## config.mk

```make
export PLATFORM = sky130hd
export DESIGN_NAME = pipe_hazard_ctrl
export DESIGN_NICKNAME = d
export VERILOG_FILES = /design/src/rtl/pipe_ctrl_pkg.sv /design/src/rtl/hazard_scoreboard.sv /design/src/rtl/pipe_hazard_ctrl.sv
export SDC_FILE = /design/constraint.sdc
export NUM_CORES = 1
export LEC_CHECK = 0
export CAP_MARGIN = 40
export CORE_ASPECT_RATIO = 1.2
export CORE_MARGIN = 2
export CORE_UTILIZATION = 38
export DETAILED_ROUTE_END_ITERATION = 12
export PLACE_DENSITY_LB_ADDON = 0.12
export RECOVER_POWER = 100
export SYNTH_ARGS = -nofsm -noshare
export SYNTH_HDL_FRONTEND = slang
export SYNTH_HIERARCHICAL = 1
export SYNTH_SLANG_ARGS = --single-unit
```

## constraint.sdc

```tcl
create_clock -name clk -period 13.5 [get_ports clk]
set_clock_uncertainty 0.15 [all_clocks]
set_input_delay 3.375 -clock clk [delete_from_list [all_inputs] [get_ports clk]]
set_output_delay 3.375 -clock clk [all_outputs]
set_load 0.01 [all_outputs]
```

## src/rtl/pipe_ctrl_pkg.sv

```systemverilog
`default_nettype none
// ============================================================================
// Module      : pipe_ctrl_pkg
// Description : Opcode/funct constants, PC-select encodings, FSM states and
//               the IF-stage decode helper for the pipeCPU issue controller.
// Revision    : 1.0 - initial release
// ============================================================================
package pipe_ctrl_pkg;

    localparam logic [5:0] c_op_arith = 6'h00;
    localparam logic [5:0] c_op_j     = 6'h02;
    localparam logic [5:0] c_op_jal   = 6'h03;
    localparam logic [5:0] c_op_beq   = 6'h04;
    localparam logic [5:0] c_op_bne   = 6'h05;
    localparam logic [5:0] c_op_addi  = 6'h08;
    localparam logic [5:0] c_op_xori  = 6'h0E;
    localparam logic [5:0] c_op_lw    = 6'h23;
    localparam logic [5:0] c_op_sw    = 6'h2B;

    localparam logic [5:0] c_fn_jr    = 6'h08;
    localparam logic [5:0] c_fn_add   = 6'h20;
    localparam logic [5:0] c_fn_sub   = 6'h22;
    localparam logic [5:0] c_fn_slt   = 6'h2A;

    localparam logic [1:0] c_pc_seq    = 2'b00;
    localparam logic [1:0] c_pc_branch = 2'b01;
    localparam logic [1:0] c_pc_jump   = 2'b10;
    localparam logic [1:0] c_pc_jr     = 2'b11;

    typedef enum logic [1:0] {
        ST_RUN     = 2'd0,
        ST_BR_WAIT = 2'd1,
        ST_JR_WAIT = 2'd2
    } state_t;

    typedef struct packed {
        logic       use_rs;
        logic       use_rt;
        logic [4:0] rs;
        logic [4:0] rt;
        logic       has_dest;
        logic [4:0] dest;
        logic       is_jump;
        logic       is_branch;
        logic       is_bne;
        logic       is_jr;
    } decode_t;

    function automatic decode_t decode_instr(input logic [31:0] instr);
        decode_t d;
        d      = '0;
        d.rs   = instr[25:21];
        d.rt   = instr[20:16];
        case (instr[31:26])
            c_op_arith: begin
                case (instr[5:0])
                    c_fn_add, c_fn_sub, c_fn_slt: begin
                        d.use_rs   = 1'b1;
                        d.use_rt   = 1'b1;
                        d.has_dest = 1'b1;
                        d.dest     = instr[15:11];
                    end
                    c_fn_jr: begin
                        d.use_rs = 1'b1;
                        d.is_jr  = 1'b1;
                    end
                    default: ;
                endcase
            end
            c_op_lw, c_op_addi, c_op_xori: begin
                d.use_rs   = 1'b1;
                d.has_dest = 1'b1;
                d.dest     = instr[20:16];
            end
            c_op_sw: begin
                d.use_rs = 1'b1;
                d.use_rt = 1'b1;
            end
            c_op_beq, c_op_bne: begin
                d.use_rs    = 1'b1;
                d.use_rt    = 1'b1;
                d.is_branch = 1'b1;
                d.is_bne    = (instr[31:26] == c_op_bne);
            end
            c_op_j: d.is_jump = 1'b1;
            c_op_jal: begin
                d.is_jump  = 1'b1;
                d.has_dest = 1'b1;
                d.dest     = 5'd31;
            end
            default: ;
        endcase
        // $0 writes are discarded by the regfile, so never track them
        if (d.dest == 5'd0) d.has_dest = 1'b0;
        return d;
    endfunction

endpackage
`default_nettype wire

```

## src/rtl/hazard_scoreboard.sv

```systemverilog
`default_nettype none
// ============================================================================
// Module      : hazard_scoreboard
// Description : Shift register of in-flight destinations with a two-source
//               RAW compare.
// Revision    : 1.0 - initial release
// ============================================================================
module hazard_scoreboard #(
    parameter int SB_DEPTH = 3
) (
    input  logic       clk,
    input  logic       reset,
    input  logic       load_valid,
    input  logic [4:0] load_dest,
    input  logic       src_a_valid,
    input  logic [4:0] src_a,
    input  logic       src_b_valid,
    input  logic [4:0] src_b,
    output logic       raw_hit
);

    logic [SB_DEPTH-1:0] r_valid;
    logic [4:0]          r_dest [SB_DEPTH];
    logic                w_hit;

    // Shifts every cycle regardless of PC hold: a stalled slot is a bubble
    always_ff @(posedge clk) begin
        if (reset) begin
            r_valid <= '0;
            for (int i = 0; i < SB_DEPTH; i++) r_dest[i] <= 5'd0;
        end else begin
            r_valid[0] <= load_valid;
            r_dest[0]  <= load_dest;
            for (int i = 1; i < SB_DEPTH; i++) begin
                r_valid[i] <= r_valid[i-1];
                r_dest[i]  <= r_dest[i-1];
            end
        end
    end

    always_comb begin
        w_hit = 1'b0;
        for (int i = 0; i < SB_DEPTH; i++) begin
            if (r_valid[i]) begin
                if (src_a_valid && (src_a != 5'd0) && (src_a == r_dest[i])) w_hit = 1'b1;
                if (src_b_valid && (src_b != 5'd0) && (src_b == r_dest[i])) w_hit = 1'b1;
            end
        end
    end

    assign raw_hit = w_hit;

endmodule
`default_nettype wire

```

## src/rtl/pipe_hazard_ctrl.sv

```systemverilog
`default_nettype none
// ============================================================================
// Module      : pipe_hazard_ctrl
// Description : Issue/stall sequencer for the 5-stage pipeCPU: RAW interlock,
//               branch/JR redirect sequencing and stall-cycle counter.
// Revision    : 1.0 - initial release
// ============================================================================
module pipe_hazard_ctrl
    import pipe_ctrl_pkg::*;
#(
    parameter int SB_DEPTH = 3,
    parameter int CNT_W    = 16
) (
    input  logic             clk,
    input  logic             reset,
    input  logic [31:0]      instr_IF,
    input  logic             alu_zero,
    output logic             insert_nop,
    output logic             pc_hold,
    output logic [1:0]       pc_sel,
    output logic             busy,
    output logic [CNT_W-1:0] stall_cycles
);

    decode_t          w_dec;
    state_t           r_state, w_state_nxt;
    logic             r_br_cnt, w_br_cnt_nxt;
    logic             r_is_bne, w_is_bne_nxt;
    logic             w_raw_hit;
    logic             w_run_issue;
    logic             w_sb_load;
    logic [CNT_W-1:0] r_stall_cycles;

    assign w_dec     = decode_instr(instr_IF);
    assign w_sb_load = ~insert_nop & w_dec.has_dest;

    hazard_scoreboard #(
        .SB_DEPTH (SB_DEPTH)
    ) u_scoreboard (
        .clk         (clk),
        .reset       (reset),
        .load_valid  (w_sb_load),
        .load_dest   (w_dec.dest),
        .src_a_valid (w_dec.use_rs),
        .src_a       (w_dec.rs),
        .src_b_valid (w_dec.use_rt),
        .src_b       (w_dec.rt),
        .raw_hit     (w_raw_hit)
    );

    always_ff @(posedge clk) begin
        if (reset) begin
            r_state  <= ST_RUN;
            r_br_cnt <= 1'b0;
            r_is_bne <= 1'b0;
        end else begin
            r_state  <= w_state_nxt;
            r_br_cnt <= w_br_cnt_nxt;
            r_is_bne <= w_is_bne_nxt;
        end
    end

    always_comb begin
        w_state_nxt  = r_state;
        w_br_cnt_nxt = r_br_cnt;
        w_is_bne_nxt = r_is_bne;
        insert_nop   = 1'b1;
        pc_hold      = 1'b1;
        pc_sel       = c_pc_seq;
        w_run_issue  = 1'b0;
        if (!reset) begin
            case (r_state)
                ST_RUN: w_run_issue = 1'b1;
                ST_BR_WAIT: begin
                    if (r_br_cnt) begin
                        w_br_cnt_nxt = 1'b0;
                    end else if (alu_zero ^ r_is_bne) begin
                        pc_hold     = 1'b0;
                        pc_sel      = c_pc_branch;
                        w_state_nxt = ST_RUN;
                    end else begin
                        // Fall-through word gets full RUN treatment so a
                        // control-flow word there is still sequenced
                        w_state_nxt = ST_RUN;
                        w_run_issue = 1'b1;
                    end
                end
                ST_JR_WAIT: begin
                    pc_hold     = 1'b0;
                    pc_sel      = c_pc_jr;
                    w_state_nxt = ST_RUN;
                end
                default: w_state_nxt = ST_RUN;
            endcase

            if (w_run_issue && !w_raw_hit) begin
                insert_nop = 1'b0;
                pc_hold    = 1'b0;
                if (w_dec.is_jump) begin
                    pc_sel = c_pc_jump;
                end else if (w_dec.is_branch) begin
                    w_state_nxt  = ST_BR_WAIT;
                    w_br_cnt_nxt = 1'b1;
                    w_is_bne_nxt = w_dec.is_bne;
                end else if (w_dec.is_jr) begin
                    w_state_nxt = ST_JR_WAIT;
                end
            end
        end
    end

    always_ff @(posedge clk) begin
        if (reset) begin
            r_stall_cycles <= '0;
        end else if (insert_nop && (r_stall_cycles != {CNT_W{1'b1}})) begin
            r_stall_cycles <= r_stall_cycles + CNT_W'(1);
        end
    end

    assign stall_cycles = r_stall_cycles;
    assign busy         = ~reset & (r_state != ST_RUN);

endmodule
`default_nettype wire

```

# After elaboration in Yosys (flattened, before gate mapping)
# Memories as Yosys holds them, arrays and structs flattened.
# Index checks and enable logic that the tools add are counted.
# totals
reg_bits	23
latch_bits	0
ramBits	15
rom_bits	0
in_bits	35
out_inout_bits	21
word_cells	114
mem_count	1
# op_classes
addsub	1
mul	0
div_mod_pow	0
magnitude_cmp	0
eq_ne	21
n_shift	0
n_mux	52
bitwise_logic	9
reduce_logical	25
# mem_list
memory	depth	width	read_ports	rd_clocked_by_memory_dff	wr	line_no	text
u_scoreboard.r_dest	3	5	3	0	3	hazard_scoreboard.sv:23	logic [4:0] r_dest [SB_DEPTH];
# op_table
op	count
$mux 1	32
$eq 5x5->1	6
$eq 6x6->1 const B	5
$eq 6x4->1 const B	3
$mux 2	9
$pmux 6 s3	1
$add 16x1->16 const B	1
$ne 16x16->1 const B	1
$mux 5	3
$eq 6x2->1 const B	2
$eq 6x3->1 const B	2
$logic_and 1x1->1	10
$reduce_bool 5->1	2
$reduce_or 3->1	3
$pmux 1 s2	4
$pmux 2 s2	2
$logic_not 6->1	1
$mux 6	1
$reduce_or 6->1	1
$logic_not 5->1	1
$reduce_or 2->1	2
$reduce_or 4->1	1
$not 1->1	3
$or 1x1->1	3
8 further kinds	9

# Logic depth before layout (Yosys ltp)
# Gate-level depths: netlist (run 1).
# logic_depth
depth_word	21
ltp_mapped	16
depth_no_buf	15

# Hierarchy
# Netlist (run 1), hierarchy kept.
# modules_own_cells
mod	instances	cells_each	area_per_inst_um2
pipe_hazard_ctrl	1	166	1361.3
hazard_scoreboard	1	85	854.6

# Least setup slack after synthesis (run 1)
# OpenSTA, ideal clock, no wires.
# synth_timing
path_kind	input to output
startpoint	input port instr_IF[27]
endpoint	output port pc_sel[0]
arrival_time_ps	6076
slack_ps	3899
cell_stages	13
path_buffers	1
cell_sequence	or4_4 nor3b_4 and3_1 buf_6 or2_1 o21ai_1 nor4_1 o21ai_1 o221ai_1 inv_1 a22o_1 and3_1 nor4b_1
# synth_rtl
item	line_no	text
start, declared	pipe_hazard_ctrl.sv:16	input logic [31:0] instr_IF,
end, declared	pipe_hazard_ctrl.sv:20	output logic [1:0] pc_sel,

==> results of run 1 <==
-- power groups by stage --
stage          Sequential [W]  Clock (W)  Combinational, W
5_1_grt              0.000115  0.0000878         0.0000330
3_3_place_gp         0.000117          0         0.0000313
2_1_floorplan        0.000117          0         0.0000139
3_5_place_dp         0.000117          0         0.0000315
6_report             0.000115  0.0000806         0.0000300
4_1_cts              0.000115  0.0000827         0.0000317
-- layout by cell type, fill, tap and decap left out, types with 6 or more instances in the layout --
master,n
xor2_1,22
nand2_1,13
nor2b_1,19
dlygate4sd3_1,23
nand3_1,9
clkdlybuf4s50_1,27
clkbuf_8,6
nor4_1,15
nor2_1,21
xnor2_1,20
nand4_1,6
dfxtp_1,38
a21oi_1,8
-- worst max-delay path by stage --
stage                     end    startpoint  cells after the start
floorplan           pc_sel[0]  instr_IF[27]                     13
global placement    pc_sel[0]  instr_IF[26]                     14
detailed placement  pc_sel[0]  instr_IF[27]                     14
CTS                 pc_sel[0]  instr_IF[27]                     14
global route        pc_sel[0]  instr_IF[27]                     14
finish              pc_sel[0]  instr_IF[27]                     14
-- sequential cells by signal, summed over array words and instances (netlist names) --
register,count
r_state,2
r_br_cnt,1
stall_cycles,16
u_scoreboard/r_dest,15
u_scoreboard/r_valid,3
r_is_bne,1
-- final cells by class --
type	instances	area, um^2	share of cell area [%]
Timing Repair Buffer	51	504	17.9
Clock buffer	7	86.3	3.06
Inverter	6	23.8	0.843
Clock inverter	1	5.00	0.178
Tap cell	64	80.1	2.84
Multi-Input combinational cell	200	1360	48.2
Sequential cell	38	761	27.0
-- worst register-to-register path, stage by stage, from the launching register on --
cell	delay, ns
dfxtp_1	0.35
xor2_1	0.15
nor4_1	0.34
and3_1	0.21
a31oi_1	0.05
o221ai_1	0.35
nor2_1	0.08
a22o_1	0.43
clkinvlp_2	0.22
nand4_1	0.28
or4_1	0.49
a21oi_1	0.16
-- kinds of logic (layout without fill, tap and decap cells) --
logic type                 count (synthesis)  after routing  synth area share [%]
DFF                                       38             38                  34.3
and+or+nand+nor                          114            114                  30.3
muxes                                      3              3                  1.41
AOI/OAI and AO/OA                         37             37                  12.0
buffers and inverters                     13             65                  3.05
xor gates and xnor gates                  42             42                  16.6
adders and majority gates                  4              4                  2.26
-- stage by stage --
stage / cells / setup WS, ns / util [%] / power, W / hold WS (ns)
after CTS: 367 / 2.52 / 50.7 / 0.000229 / 0.327
final: 367 / 2.12 / 50.1 / 0.000225 / 0.332
after detailed placement: 359 / 2.53 / 49.1 / 0.000149 / 0.317
after global routing: 367 / 1.71 / 50.1 / 0.000236 / 0.340
after global placement: 359 / 2.56 / 49.1 / 0.000149 / 0.309
after floorplan: 251 / 3.90 / - / 0.000131 / 0.284
-- metal layers --
metal  routed length (um)  track usage (%)  part of all wire, %  vias up
met5                    0                0                    0        -
met4                   68             5.45                  1.3        0
met3                  226             3.68                  4.3        7
met2                 2780             31.8                   53       30
met1                 2180             19.4                   42      929
li1                     -                -                    -     1010
==> implementation parameters, run 1 <==
Parameter                              Value

Final layout
  Number of inserted diodes ... 0
  Layout area overhead ... 27.2%
  Final std cell area, no fill ... 0.00282 mm^2
  Total number of nets in the final design ... 341
  Fill cell instance count of the final layout ... 552
  Fraction of final layout cells with drive strength greater than 1 ... 5.61%

Global routing
  Wire length of the first global-routing pass ... 8670 um
  All-layer global routing usage ... 17.2%
  Initial antenna violation count ... 0
  Final global-route overflow total ... 0
  Vias in the first global route ... 1,910
  Largest net degree at the start of global routing ... 45

Floorplan
  Die Height ... between 80 and 90 um
  Placement Rows ... 30
  Number of ports placed on the die boundary ... 56
  Area of the core region ... 0.00563 mm^2
  Starting Density ... 39.4%
  Floorplan die area ... 0.00646 mm^2
  Horizontal extent of the die ... between 70 and 80 um

Pwr
  Part of the total power dissipated in combinational logic ... between 10% and 20%
  Reported leakage power ... 1.05 nW
  Switching Fraction ... 24.5%
  Internal ... 0.000170 W
  Power per Cell Area ... approximately 80 mW/mm^2
  Switching power of the nets ... approximately 0.000055 W
  Part of the power in the clock network ... 35.8%
  Portion of total power attributed to sequential cells ... 50.9%
  Largest voltage drop on the vdd net ... ~47 uV

Clock tree
  Root Buffer Master ... clkbuf_8
  Num CTS Buffers ... 5
  Post-CTS Setup Repair Bufs ... 0
  Clk slew on worst S/H paths ... about 0.07 ns
  CTS max path bufs ... 2
  Count of cells resized by post-cts repair ... 0
  Hold buffer count at CTS ... 0
  Insertion delay to the later sink of the worst-skew pair ... 0.29 ns
  Max H-tree Level ... 2
  Clock tree from TritonCTS ... built
  Clock Sinks ... 38

STA
  Setup TNS ... 0 ns
  Max Slew Vio Count ... 45
  RSZ-0062 raised after global routing ... false
  Max-slew headroom at the worst pin ... -22.7%
  Count of endpoints failing hold in the final timing report ... 0
  Maximum frequency from static timing analysis ... between 80 and 90 MHz
  Crit path time final ... 11.38 ns
  Final Cycle Share ... 84.3%
  Final setup vio count ... 0
  Actual transition at the worst max-transition pin ... 1.84 ns

Routing
  Residual DRC ... 0
  First-pass iteration count of the detailed router ... 4
  DR vias/cell ... 5.38
  Detailed-route wire length per cell ... 14.3 um
  Antenna-violating nets left ... 0
  Routed Wire Length ... 5250 um
  Detailed-route via count ... approximately 2,000
  DR iter-0 viols ... 45

Min path
  Endpoint of the worst hold-timing path ... u_scoreboard/r_valid[2]
  Min-delay src ... u_scoreboard/r_valid[1]
  Type of the worst min-delay path ... register to register
  Count of cells along the worst hold path ... 1

Setup path
  Data arrival, critical path ... between 7 and 8 ns
  Slowest cell on the critical path ... or4_2
  Critical Path RT ... 9.97 ns
  Worst Path Class, Setup ... primary input to primary output
  Minimum setup slack among reg-to-reg paths ... 10.15 ns
  Worst setup EP type ... primary output
  Number of buffer and inverter stages on the critical path ... 3
  R2r startpoint ... u_scoreboard/r_dest[0][9]
  Worst-case reg-to-reg path depth ... 11
  Largest delay share family, worst path ... simple AND/OR/NAND/NOR gates
  Kind of start point of the critical path ... primary input
  Worst reg2reg endpoint ... stall_cycles[15]
  Chain of cells forming the critical path ... dlygate4sd3_1 > or4_2 > nor3b_1 > and3_1 > or2_1 > o21ai_0 > nor4_1 > o21ai_0 > o221ai_1 > inv_1 > a22o_1 > and3_1 > nor4b_1 > dlygate4sd3_1
  Longest individual stage delay on the worst path ... ~0.7 ns
  Largest fanout on the critical path ... 8

Run status
  Violated checks ... max-capacitance violations, max-slew violations
  Result of the run ... finished, violations left

Synth
  Netlist area before placement ... 0.00222 mm^2
  Main synth FF type ... dfxtp_1
  Top post-synthesis cells by count ... dfxtp_1, xor2_1, nor2_1
  Number of synthesized register bits ... 38
  Sequential cell area fraction in the yosys report ... 34.3%
  Average instance area after synthesis ... 8.83 um^2
  Synthesized netlist net count ... 290
  Portion of synthesized cell area occupied by the leading cell type ... 34.3%
  Post-synth EDFFs ... 0
  Dominant cell type by area after synthesis ... dfxtp_1
  Top area cells in the synthesized netlist ... dfxtp_1, xor2_1, xnor2_1
  Yosys synthesis warning count ... 6
  Async set-or-reset flop fraction in the synthesized netlist ... 0%
  Yosys cell types ... 50
  Syn Inst Count ... approximately 250
  Most repeated cell in the gate-level netlist after synthesis ... dfxtp_1

Placed design
  Standard cell area after detailed placement ... 0.00276 mm^2
  Weighted congestion at the end of routability-driven global placement ... 0.805
  Post-detail-place hpwl ... between 3000 and 4000 um
  Number of port buffers ... 50

Job
  Maxcap violations ... 1
Note: power is estimated with default switching activity, not from simulation.
==> inputs of run 2 (changes only) <==
==> constraint.sdc (replaced) <==
create_clock -name clk -period 10 [get_ports clk]
set_clock_uncertainty 0.15 [all_clocks]
set_input_delay 2.5 -clock clk [delete_from_list [all_inputs] [get_ports clk]]
set_output_delay 2.5 -clock clk [all_outputs]
set_load 0.01 [all_outputs]
==> implementation parameters, run 2 (synthesis results as in run 1) <==
Parameter                              Value

Run status
  Result of the run ... finished, violations left
  Violated checks ... max-capacitance violations, max-slew violations

Placed design
  Number of port buffers ... 50 (unchanged)
  Post-detail-place hpwl ... 3910 um (-1.7%)
  Weighted congestion at the end of routability-driven global placement ... 0.806 (+0.12%)

Min path
  Type of the worst min-delay path ... register to register
  Count of cells along the worst hold path ... 1 (unchanged)
  Min-delay src ... u_scoreboard/r_valid[0]
  Endpoint of the worst hold-timing path ... u_scoreboard/r_valid[1]

Setup path
  Minimum setup slack among reg-to-reg paths ... 6.65 ns (-3.50 ns)
  Worst setup EP type ... primary output
  Worst Path Class, Setup ... primary input to primary output
  Critical Path RT ... 7.35 ns (-2.62 ns)
  Worst-case reg-to-reg path depth ... 11 (unchanged)
  R2r startpoint ... u_scoreboard/r_dest[0][9]
  Kind of start point of the critical path ... primary input
  Data arrival, critical path ... 6.66 ns (-1.19 ns)
  Largest fanout on the critical path ... 8 (unchanged)
  CP Launch Point ... instr_IF[27]
  Worst reg2reg endpoint ... stall_cycles[15]

Routing
  Wire length the detailed router placed on met1 ... 2260 um (+3.3%)
  DR iter-0 viols ... 50 (+11%)
  Detailed-route via count ... 1,993 (+0.86%)
  First-pass iteration count of the detailed router ... 4 (unchanged)
  Met3 WL ... 242 um (+7.1%)
  DR vias/cell ... 5.43 (+0.86%)
  Detailed-route wire length per cell ... 14.3 um (-0.19%)
  Highest metal layer with signal wires ... met4
  Met2 Routed Length ... 2680 um (-3.4%)
  Routed Wire Length ... 5240 um (-0.19%)
  Antenna-violating nets left ... 0 (unchanged)
  Residual DRC ... 0 (unchanged)

Global routing
  Final global-route overflow total ... 0 (unchanged)
  Initial antenna violation count ... 0 (unchanged)
  Vias in the first global route ... 1,891 (-0.99%)
  Wire length of the first global-routing pass ... 8600 um (-0.72%)
  Largest net degree at the start of global routing ... 45 (unchanged)
  All-layer global routing usage ... 17.0% (-0.22 points)

Pwr
  Switching power of the nets ... 0.0000751 W (+36%)
  Reported leakage power ... 1.05 nW (+0.50%)
  Power per Cell Area ... 108 mW/mm^2 (+35%)
  Portion of total power attributed to sequential cells ... 50.8% (about the same)
  Largest voltage drop on the vdd net ... 63.9 uV (+37%)
  Part of the total power dissipated in combinational logic ... 13.5% (+0.2 points)
  Internal ... 0.000230 W (+35%)
  Part of the power in the clock network ... 35.7% (about the same)
  Switching Fraction ... 24.6% (+0.14 points)

Floorplan
  Die Height ... 87.7 um (unchanged)
  Area of the core region ... 0.00563 mm^2 (unchanged)
  Number of ports placed on the die boundary ... 56 (unchanged)
  Floorplan die area ... 0.00646 mm^2 (unchanged)
  Placement Rows ... 30 (unchanged)
  Horizontal extent of the die ... 73.7 um (unchanged)
  Starting Density ... 39.4% (unchanged)

STA
  Max-slew headroom at the worst pin ... -22.2% (+0.48 points)
  Final setup vio count ... 0 (unchanged)
  Max Slew Vio Count ... 45 (unchanged)
  Count of endpoints failing hold in the final timing report ... 0 (unchanged)
  Setup TNS ... 0 ns (unchanged)
  RSZ-0062 raised after global routing ... false
  Final Cycle Share ... 93.1%
  Crit path time final ... 9.31 ns
  Worst hold margin ... 0.326 ns (-0.00585 ns)
  Actual transition at the worst max-transition pin ... 1.83 ns (-0.00723 ns)
  Maximum frequency from static timing analysis ... 107 MHz

Final layout
  Sequential Area ... 761 um^2 (unchanged)
  Fraction of final layout cells with drive strength greater than 1 ... 5.61% (unchanged)
  Total number of nets in the final design ... 341 (unchanged)
  Number of inserted diodes ... 0 (unchanged)
  Commonest non-fill, non-tap cells in the layout ... dfxtp_1, clkdlybuf4s50_1, xor2_1, dlygate4sd3_1, nor2_1
  Layout area overhead ... 27.7%
  Fill cell instance count of the final layout ... 561 (+1.6%)
  Combined area of the multi-input logic cells ... 0.00137 mm^2 (+0.74%)
  Most frequent standard cell in the layout excluding fill and tap cells ... dfxtp_1
  Number of flip-flops in the largest register ... 16 (unchanged)

Clock tree
  Max H-tree Level ... 2 (unchanged)
  Clock Sinks ... 38 (unchanged)
  Count of cells resized by post-cts repair ... 0 (unchanged)
  Hold buffer count at CTS ... 0 (unchanged)
  Post-CTS Setup Repair Bufs ... 0 (unchanged)
  Root Buffer Master ... clkbuf_8
  CTS max path bufs ... 2 (unchanged)
  Num CTS Buffers ... 5 (unchanged)
  Clk slew on worst S/H paths ... 0.08 ns (about the same)
  Insertion delay to the later sink of the worst-skew pair ... 0.29 ns (about the same)
  Clock tree from TritonCTS ... built

Job
  Maxcap violations ... 1 (unchanged)
run 2: cell types whose count changed in the layout (fill, tap and decap cells not counted):
cell	change
clkdlybuf4s50_1	+1
or4_1	+1
nor3b_4	+1
nor3b_1	-1
dlygate4sd3_1	-1
or4_2	-1
run 2: stage by stage:
| stage | setup WS, ns | utilization (%) | power, W | cells | instance area (um^2) |
|---|---|---|---|---|---|
| finish | 0.692 | 50.2 | 0.000305 | 367 | 2830 |
| global placement | 0.865 | 49.1 | 0.000201 | 359 | 2760 |
| CTS | 0.804 | 50.7 | 0.000310 | 367 | 2860 |
| detailed placement | 0.803 | 49.1 | 0.000201 | 359 | 2760 |
| floorplan | 2.15 | - | 0.000177 | 251 | 2220 |
| global route | 0.313 | 50.2 | 0.000318 | 367 | 2830 |
run 2: worst max-delay path, cell delays in order:
cell and delay [ns]:
dlygate4sd3_1 0.63, or4_1 0.61, nor3b_4 0.27, and3_1 0.34, or2_1 0.15, o21ai_0 0.10
nor4_1 0.27, o21ai_0 0.10, o221ai_1 0.15, inv_1 0.08, a22o_1 0.33, and3_1 0.24
nor4b_1 0.28, clkdlybuf4s50_1 0.59
run 2: power groups by stage:
stage	Clock, W	Sequential, W	Combinational (W)
after floorplan	0	0.000159	0.0000188
after global placement	0	0.000158	0.0000425
after detailed placement	0	0.000159	0.0000427
after CTS	0.000112	0.000155	0.0000430
after global routing	0.000118	0.000155	0.0000450
final	0.000109	0.000155	0.0000412
run 2: how the worst max path moves through the flow:
| stage | endpoint | slack [ns] | cells past startpoint |
|---|---|---|---|
| floorplan | pc_sel[0] | 2.15 | 13 |
| global placement | pc_sel[0] | 0.87 | 14 |
| detailed placement | pc_sel[0] | 0.80 | 14 |
| CTS | pc_sel[0] | 0.80 | 14 |
| global route | pc_sel[0] | 0.31 | 14 |
| finish | pc_sel[0] | 0.69 | 14 |
run 2: routing by layer:
metal  global-route usage [%]  vias to the layer above
met5                        0                        -
met4                     4.96                        0
met3                     3.57                        7
met2                     30.3                       38
met1                     20.4                      940
li1                         -                     1008
run 2: area by class of cell:
class	instances	area share, %
Multi-Input combinational cell	200	48.4
Sequential cell	38	26.9
Timing Repair Buffer	51	17.8
Clock buffer	7	3.05
Tap cell	64	2.83
Inverter	6	0.840
Clock inverter	1	0.177
==> inputs of run 3 (changes only) <==
==> constraint.sdc (replaced) <==
create_clock -name clk -period 9.62 [get_ports clk]
set_clock_uncertainty 0.15 [all_clocks]
set_input_delay 2.405 -clock clk [delete_from_list [all_inputs] [get_ports clk]]
set_output_delay 2.405 -clock clk [all_outputs]
set_load 0.01 [all_outputs]
==> implementation parameters, run 3 (synthesis results as in run 1) <==
Parameter                              Value

Final layout
  Number of inserted diodes ... 0 (unchanged)
  Number of flip-flops in the largest register ... 16 (unchanged)
  Commonest non-fill, non-tap cells in the layout ... dfxtp_1, clkdlybuf4s50_1, xor2_1, dlygate4sd3_1, nor2_1
  Layout area overhead ... 27.7% (unchanged)
  Fraction of final layout cells with drive strength greater than 1 ... 5.61% (unchanged)
  Share of the core filled with cells in the final layout ... 50.2% (unchanged)
  Most frequent standard cell in the layout excluding fill and tap cells ... dfxtp_1
  Total number of nets in the final design ... 341 (unchanged)

Floorplan
  Horizontal extent of the die ... 73.7 um (unchanged)
  Floorplan die area ... 0.00646 mm^2 (unchanged)
  Starting Density ... 39.4% (unchanged)
  Placement Rows ... 30 (unchanged)
  Die Height ... 87.7 um (unchanged)
  Number of ports placed on the die boundary ... 56 (unchanged)
  Area of the core region ... 0.00563 mm^2 (unchanged)

STA
  Setup TNS ... 0 ns (unchanged)
  Final setup vio count ... 0 (unchanged)
  Actual transition at the worst max-transition pin ... 1.84 ns (+0.00795 ns)
  Max-slew headroom at the worst pin ... -22.8% (-0.53 points)
  Max Slew Vio Count ... 45 (unchanged)
  Maximum frequency from static timing analysis ... 110 MHz
  Crit path time final ... 9.06 ns
  RSZ-0062 raised after global routing ... false
  Final Cycle Share ... 94.2%
  Count of endpoints failing hold in the final timing report ... 0 (unchanged)

Clock tree
  Clock tree from TritonCTS ... built
  CTS max path bufs ... 2 (unchanged)
  Root Buffer Master ... clkbuf_8
  Count of cells resized by post-cts repair ... 0 (unchanged)
  Post-CTS Setup Repair Bufs ... 0 (unchanged)
  Clock Sinks ... 38 (unchanged)
  Hold buffer count at CTS ... 0 (unchanged)
  Insertion delay to the later sink of the worst-skew pair ... 0.29 ns (about the same)
  Clk slew on worst S/H paths ... 0.08 ns (about the same)
  Num CTS Buffers ... 5 (unchanged)
  Max H-tree Level ... 2 (unchanged)

Job
  Maxcap violations ... 1 (unchanged)

Global routing
  Vias in the first global route ... 1,898 (+0.37%)
  All-layer global routing usage ... 16.8% (-0.17 points)
  Initial antenna violation count ... 0 (unchanged)
  Wire length of the first global-routing pass ... 8540 um (-0.72%)
  Final global-route overflow total ... 0 (unchanged)
  Largest net degree at the start of global routing ... 45 (unchanged)

Min path
  Type of the worst min-delay path ... register to register

Routing
  DR iter-0 viols ... 61 (+22%)
  DR vias/cell ... 5.39 (-0.80%)
  Detailed-route wire length per cell ... 14.3 um (+0.21%)
  Detailed-route via count ... 1,977 (-0.80%)
  First-pass iteration count of the detailed router ... 4 (unchanged)
  Routed Wire Length ... 5260 um (+0.21%)
  Antenna-violating nets left ... 0 (unchanged)
  Residual DRC ... 0 (unchanged)

Run status
  Violated checks ... max-capacitance violations, max-slew violations
  Result of the run ... finished, violations left

Setup path
  Kind of start point of the critical path ... primary input
  Data arrival, critical path ... 6.51 ns (-0.15 ns)
  Worst Path Class, Setup ... primary input to primary output
  Largest fanout on the critical path ... 8 (unchanged)
  Critical Path RT ... 7.07 ns (-0.28 ns)
  Worst setup EP type ... primary output

Placed design
  Number of port buffers ... 50 (unchanged)
  Post-detail-place hpwl ... 3950 um (+0.87%)
  Weighted congestion at the end of routability-driven global placement ... 0.808 (+0.20%)

Pwr
  Largest voltage drop on the vdd net ... 80.9 uV (+27%)
  Power per Cell Area ... 112 mW/mm^2 (+3.8%)
  Reported leakage power ... 1.05 nW (about the same)
run 3: area by class of cell:
type	instances	area, um^2
tap	64	80.1
timing repair buffer	51	504
inverter	6	23.8
multi-input combinational	200	1370
fill	588	2800
clock inverter	1	5.00
sequential	38	761
clock buffer	7	86.3
run 3: worst paths after layout:
| path | from | endpoint | slack [ns] | depth (start not counted) |
|---|---|---|---|---|
| setup reg to reg | u_scoreboard/r_dest[0][9] | stall_cycles[15] | 6.23 | 11 |
| hold reg to reg | u_scoreboard/r_valid[0] | u_scoreboard/r_valid[1] | 0.34 | 1 |
| setup / recovery | instr_IF[27] | pc_sel[0] | 0.56 | 14 |
| hold / removal | u_scoreboard/r_valid[0] | u_scoreboard/r_valid[1] | 0.34 | 1 |
run 3: per-layer routing:
layer | share of wire [%] | global-route usage [%]
met1 | 43 | 19.4
met2 | 52 | 31.3
met3 | 4.2 | 3.45
met4 | 0.80 | 3.97
met5 | 0 | 0
run 3: stage by stage:
step	worst slack, ns	cell area [um^2]	hold slack [ns]	power [W]	std cells
after global placement	0.674	2760	0.310	0.000209	359
after floorplan	1.96	2220	0.284	0.000184	251
after detailed placement	0.643	2760	0.318	0.000209	359
after CTS	0.639	2860	0.330	0.000322	367
final	0.559	2830	0.338	0.000317	367
after global routing	0.167	2830	0.352	0.000332	367
run 3: worst max-delay path: stages:
cell and delay, ns:
dlygate4sd3_1 0.63, or4_1 0.60, nor3b_4 0.26, and3_1 0.34
or2_1 0.15, o21ai_1 0.08, nor4_1 0.26, o21ai_0 0.10
o221ai_1 0.15, inv_1 0.09, a22o_1 0.33, and3_1 0.24
nor4b_1 0.28, clkdlybuf4s50_1 0.59
run 3: report_power, final:
part           total (W)  internal (W)  switching (W)
Clock           0.000113     0.0000578      0.0000554
Sequential      0.000161      0.000159     0.00000194
Combinational  0.0000423     0.0000220      0.0000203
